<file path="src/rtl/clkdiv_ratio_ctrl.sv">
// clkdiv_ratio_ctrl: runtime divide-ratio controller; ports clk/rst, run, cfg_valid/cfg_ratio/cfg_ready handshake, div_clk_o, tick_o, upd_done_o, active_o, ratio_o; CLKDIV_SYNC_UPDATE_EN defers ratio updates to period boundaries
module clkdiv_ratio_ctrl #(
  parameter int DIV_W       = 8,
  parameter int RESET_RATIO = 2
) (
  input  logic             clk,
  input  logic             rst,
  input  logic             run,
  input  logic             cfg_valid,
  input  logic [DIV_W-1:0] cfg_ratio,
  output logic             cfg_ready,
  output logic             div_clk_o,
  output logic             tick_o,
  output logic             upd_done_o,
  output logic             active_o,
  output logic [DIV_W-1:0] ratio_o
);
  localparam logic [1:0] IDLE  = 2'd0;
  localparam logic [1:0] RUN   = 2'd1;
  localparam logic [1:0] DRAIN = 2'd2;
`ifdef CLKDIV_SYNC_UPDATE_EN
  localparam bit IMM = 1'b0;
`else
  localparam bit IMM = 1'b1;
`endif
  logic [1:0] state_q, state_d;
  logic [DIV_W-1:0] cnt_q, cnt_d, act_q, act_d, pend_q, pend_d, clamped;
  logic pend_v_q, pend_v_d, div_q, div_d, upd_q, upd_d;
  logic running, bnd, apply, accept;
  assign running = state_q != IDLE;
  assign bnd     = running && cnt_q == act_q - DIV_W'(1);
  assign apply   = pend_v_q && (!running || bnd || IMM);
  assign accept  = cfg_valid && !pend_v_q;
  assign clamped = cfg_ratio < DIV_W'(2) ? DIV_W'(2) : cfg_ratio;
  always_comb begin
    act_d    = apply ? pend_q : act_q;
    pend_d   = accept ? clamped : pend_q;
    pend_v_d = accept || (pend_v_q && !apply);
    upd_d    = apply;
    cnt_d    = (!running || bnd || apply) ? '0 : cnt_q + DIV_W'(1);
    state_d  = state_q == IDLE ? (run ? RUN : IDLE) :
               state_q == RUN  ? (run ? RUN : DRAIN) :
               run ? RUN : (bnd ? IDLE : DRAIN);
    // derived from next-state values so the registered clock lines up with cnt
    div_d    = state_d != IDLE && cnt_d < act_d - (act_d >> 1);
  end
  always_ff @(posedge clk) begin
    if (rst) begin
      state_q  <= IDLE;
      cnt_q    <= '0;
      act_q    <= DIV_W'(RESET_RATIO);
      pend_q   <= '0;
      pend_v_q <= 1'b0;
      div_q    <= 1'b0;
      upd_q    <= 1'b0;
    end else begin
      state_q  <= state_d;
      cnt_q    <= cnt_d;
      act_q    <= act_d;
      pend_q   <= pend_d;
      pend_v_q <= pend_v_d;
      div_q    <= div_d;
      upd_q    <= upd_d;
    end
  end
  assign cfg_ready  = !pend_v_q;
  assign div_clk_o  = div_q;
  assign tick_o     = running && cnt_q == '0;
  assign upd_done_o = upd_q;
  assign active_o   = running;
  assign ratio_o    = act_q;
endmodule

</file>
<file path="config.mk">
export PLATFORM = sky130hd
export DESIGN_NAME = clkdiv_ratio_ctrl
export DESIGN_NICKNAME = d
export VERILOG_FILES = /design/src/rtl/clkdiv_ratio_ctrl.sv
export SDC_FILE = /design/constraint.sdc
export NUM_CORES = 1
export LEC_CHECK = 0
export BUFFER_PORTS_ARGS = -buffer_cell sky130_fd_sc_hd__buf_2
export CAP_MARGIN = 20
export CORE_ASPECT_RATIO = 0.5
export CORE_MARGIN = 3
export CORE_UTILIZATION = 30
export DETAILED_ROUTE_END_ITERATION = 6
export GPL_TIMING_DRIVEN = 0
export PLACE_DENSITY = 0.52
export RECOVER_POWER = 25
export REMOVE_ABC_BUFFERS = 1
export SLEW_MARGIN = 20
export SYNTH_ARGS = -nofsm -noshare
export SYNTH_HDL_FRONTEND = slang
export SYNTH_SLANG_ARGS = --single-unit
</file>
<file path="constraint.sdc">
create_clock -name clk -period 8.97 [get_ports clk]
set_input_delay 0.897 -clock clk [delete_from_list [all_inputs] [get_ports clk]]
set_output_delay 0.897 -clock clk [all_outputs]
set_load 0.01 [all_outputs]
</file>
==> metrics.md <==
| Metric | Value |
|---|---|
| Status | `completed` |
| H-tree depth | `2` |
| #FFs+latches synth | `29` |
| CTS Buf Count | `5` |
| Leak | `0.9556 nW` |
| Switching pwr | `approximately 100 µW` |
| P&R area growth vs syn | `18.27%` |
| Final nets | `280` |
| XOR/XNOR share of the synthesized area | `0.08999` |
| # IOs | `25` |
| Worst-path cell chain | `nand2_1, o21ai_0, ha_1, inv_1, fa_1, a21oi_1, nor2_1, nor2_1, o21bai_1, a21oi_1, xor2_1, ha_1, a21o_1, a2111oi_0, o31ai_1, nor2_1, o41ai_1, o21ba_2` |
| Leading post-synthesis cells by cell area | `dfxtp_1 31%, ha_1 12%, nor2_1 5.9%` |
| Routed wire length | `about 4200 µm` |
| Max_cap viols | `0` |
| Number of synthesized flops with an enable pin | `0` |
| Avg Synthesized Cell Area | `8.147 µm²` |
| Hold Startpoint | `pend_q[2]$_SDFFE_PP0P_` |
| Clock Power Share | `0.484` |
| Post-route minimum period | `around 4.3 ns` |
| Final cycle utilization of the critical path | `0.4780` |
| WL/cell | `13.10 µm` |
| Worst R2R Start | `apply$_SDFF_PP0_` |
| Hold path cells | `2` |
| Clock Skew | `about 0.0033 ns` |
| Slew Limit Fails | `0` |
| VDD IR max | `83.81 µV` |
| Share of cells above drive strength 1 | `0.1434` |
| Crit path DAT | `between 4 and 5 ns` |
| CP Buf/Inv Count | `1` |
| Slew headroom | `0.1220` |
| Postcts setup bufs | `0` |
| Mapped Area | `0.001849 mm²` |
| Final GP Congestion | `0.8159` |
| Slowest stage cell on the critical path | `dfxtp_1` |
| Core area | `around 0.0057 mm²` |
| RSZ-0062 raised after global routing | `no` |
| Post-synth cell types | `41` |
| Ys Warns | `0` |
| Combinational share of power | `0.170` |
| Vias in the first global route | `1526` |
| Post-synthesis mux area share | `0.03789` |
| Reg power frac | `0.346` |
| Sequential area share after synthesis | `0.3139` |
| Clk slew on worst S/H paths | `0.05 ns` |
| Fmax | `233.2 MHz` |
| Commonest cells in the netlist | `29 x dfxtp_1, 29 x nor2_1, 21 x nand2_1` |
| Worst-skew pair later-pin latency | `~0.27 ns` |
| Die height | `roughly 62 µm` |
| Total power density per cell area | `183.9 mW/mm²` |
| Remaining Overflow, GRT | `0` |
| First-pass iteration count of the detailed router | `4` |
| # fillers | `~590` |
| Die X-Extent | `between 100 and 150 µm` |
| Clk root buf | `clkbuf_16` |
| Post-Synthesis Cells | `227` |
| Worst slew pin tran | `1.317 ns` |
| Combinational family with the most area after synthesis | `simple AND/OR/NAND/NOR gates` |
| Core Rows | `19` |
| Dpl cells | `about 320` |
| Synth Area in Adders | `0.1258` |
| Crit path top cell by count | `nor2_1` |
| Critical path endpoint category | `register` |
| Post-route cell area | `0.002187 mm²` |
| CP max stage delay | `around 0.73 ns` |
| Port-buffer cells | `24` |
| Placement Cell Area | `just over 0.002 mm²` |
| TNS Setup | `0 ns` |
| Via/cell ratio | `4.870` |
| Worst Reg-to-Reg Cells | `18` |
| Net Sw Frac | `0.2504` |
| Clock Path Buffers | `2` |
| Delay-heaviest family, CP | `compound AO/OA/AOI/OAI gates` |
| CTS Hold Bufs | `0` |
| Post-detail-place hpwl | `3254 µm` |
| Post-synthesis compound-gate area fraction | `0.1238` |
| Hold Path End | `pend_q[2]$_SDFFE_PP0P_` |
| CTS Sinks | `29` |
| FF-to-FF End | `div_clk_o$_SDFF_PP0_` |
| Final Hold Fails | `0` |
| Die footprint | `0.007199 mm²` |
| Setup crit start kind | `register` |
| PostCTS Resize Cnt | `0` |
| Antenna Violating Nets Remaining | `0` |
| Worst Path Required | `9.19 ns` |
| First-pass GRT wire length | `7362 µm` |
| Final Instance Count excl. Fillers | `324` |
| TritonCTS clock tree | `done` |
| Type of the worst min-delay path | `register to register` |
| Synth area leader | `dfxtp_1` |
| FF+latch area | `580.6 µm²` |
| DR vias | `between 1500 and 2000` |
| Area of the multi-input gates | `0.001152 mm²` |
| N_diodes | `0` |
| Most used DFF post-synth | `dfxtp_1` |
| Final setup vio count | `0` |
| DRT iter0 DRCs | `57` |
| Initial Utilization | `0.3241` |
| Antenna violations before repair | `0` |
| GRT Util Overall | `0.1344` |
| Largest net degree at the start of global routing | `30` |
| FF-to-FF setup slack | `4.68 ns` |
| Max Fanout on Critical Path | `12` |
| Top cell type's share of synthesized area | `0.3139` |
| DRC | `0` |
| Setup CP Type | `register to register` |
| FFs w/ async S/R, synth | `0` |
| Cell Int Power | `301.5 µW` |
| Post-Synth Simple-Gate Area | `0.2456` |
-- worst max-delay path by stage --
stage	from	end	slack, ns	cells after the start
floorplan	apply$_SDFF_PP0_	div_clk_o$_SDFF_PP0_	5.42	17
CTS	apply$_SDFF_PP0_	div_clk_o$_SDFF_PP0_	4.63	18
global route	apply$_SDFF_PP0_	div_clk_o$_SDFF_PP0_	4.15	18
detailed placement	apply$_SDFF_PP0_	div_clk_o$_SDFF_PP0_	4.66	18
global placement	apply$_SDFF_PP0_	div_clk_o$_SDFF_PP0_	4.78	18
finish	apply$_SDFF_PP0_	div_clk_o$_SDFF_PP0_	4.68	18
-- cell usage in the layout, fill, tap and decap left out, drive strengths merged, types with 5 or more instances in the layout --
cell type  synthesis  routed
inv               19      19
clkbuf             4       8
buf                4      23
nor4               5       5
mux2i              7       7
nor3              13      13
nor2              30      30
ha                17      17
xnor2             12      12
xor2               7       7
nand3              9       9
nand2             21      21
a21oi             16      16
dfxtp             29      29
-- cell type report --
type,instances,area share
inverters,19,0.03261
clock buffers,7,0.06522
clock inverters,1,0.01373
multi-input cells,171,0.5269
well taps,73,0.04176
repair buffers,24,0.05435
flip-flops and latches,29,0.2654
-- registers in the layout, indices dropped and copies added (netlist names) --
signal / flops
apply: 1
cnt_q: 8
div_clk_o: 1
pend_q: 8
ratio_o: 8
state_q: 2
upd_done_o: 1
-- per-stage QoR --
step                  util  worst slack [ns]  hold slack [ns]  power (mW)
finish              0.3833             4.683           0.4559      0.4022
floorplan                -             5.422           0.4300      0.1907
global placement    0.3533             4.776           0.4480      0.2092
CTS                 0.3836             4.634           0.4601      0.4070
detailed placement  0.3533             4.660           0.4544      0.2106
global route        0.3833             4.153           0.4867      0.4250
-- cell families (layout without fill, tap and decap cells) --
family / after synthesis / after routing
buffers and inverters: 27 / 51
xor gates and xnor gates: 19 / 19
and+or+nand+nor: 94 / 94
AOI/OAI and AO/OA: 33 / 33
adders and majority gates: 18 / 18
muxes: 7 / 7
DFF: 29 / 29
-- worst register-to-register path: stages, from the launching register on --
cell       delay, ns
dfxtp_1         0.73
nand2_1         0.17
o21ai_0         0.26
ha_1            0.28
inv_1           0.06
fa_1            0.39
a21oi_1         0.15
nor2_1          0.05
nor2_1          0.15
o21bai_1        0.10
a21oi_1         0.22
xor2_1          0.17
ha_1            0.26
a21o_1          0.18
a2111oi_0       0.45
o31ai_1         0.13
nor2_1          0.16
o41ai_1         0.09
o21ba_2         0.23
-- power groups by stage --
| stage | Clock, mW | Sequential [mW] | Combinational (mW) |
|---|---|---|---|
| after detailed placement | 0 | 0.142 | 0.0690 |
| after CTS | 0.199 | 0.139 | 0.0693 |
| after global placement | 0 | 0.142 | 0.0675 |
| after floorplan | 0 | 0.141 | 0.0499 |
| final | 0.195 | 0.139 | 0.0685 |
| after global routing | 0.205 | 0.140 | 0.0802 |
-- routing by layer --
metal	wire length, µm	global-route usage	up-vias
li1	-	-	827
met1	2322	0.1910	718
met2	1724	0.2045	29
met3	156	0.03435	4
met4	43	0.03431	0
met5	0	0	-
(Power assumes the default switching activity.)
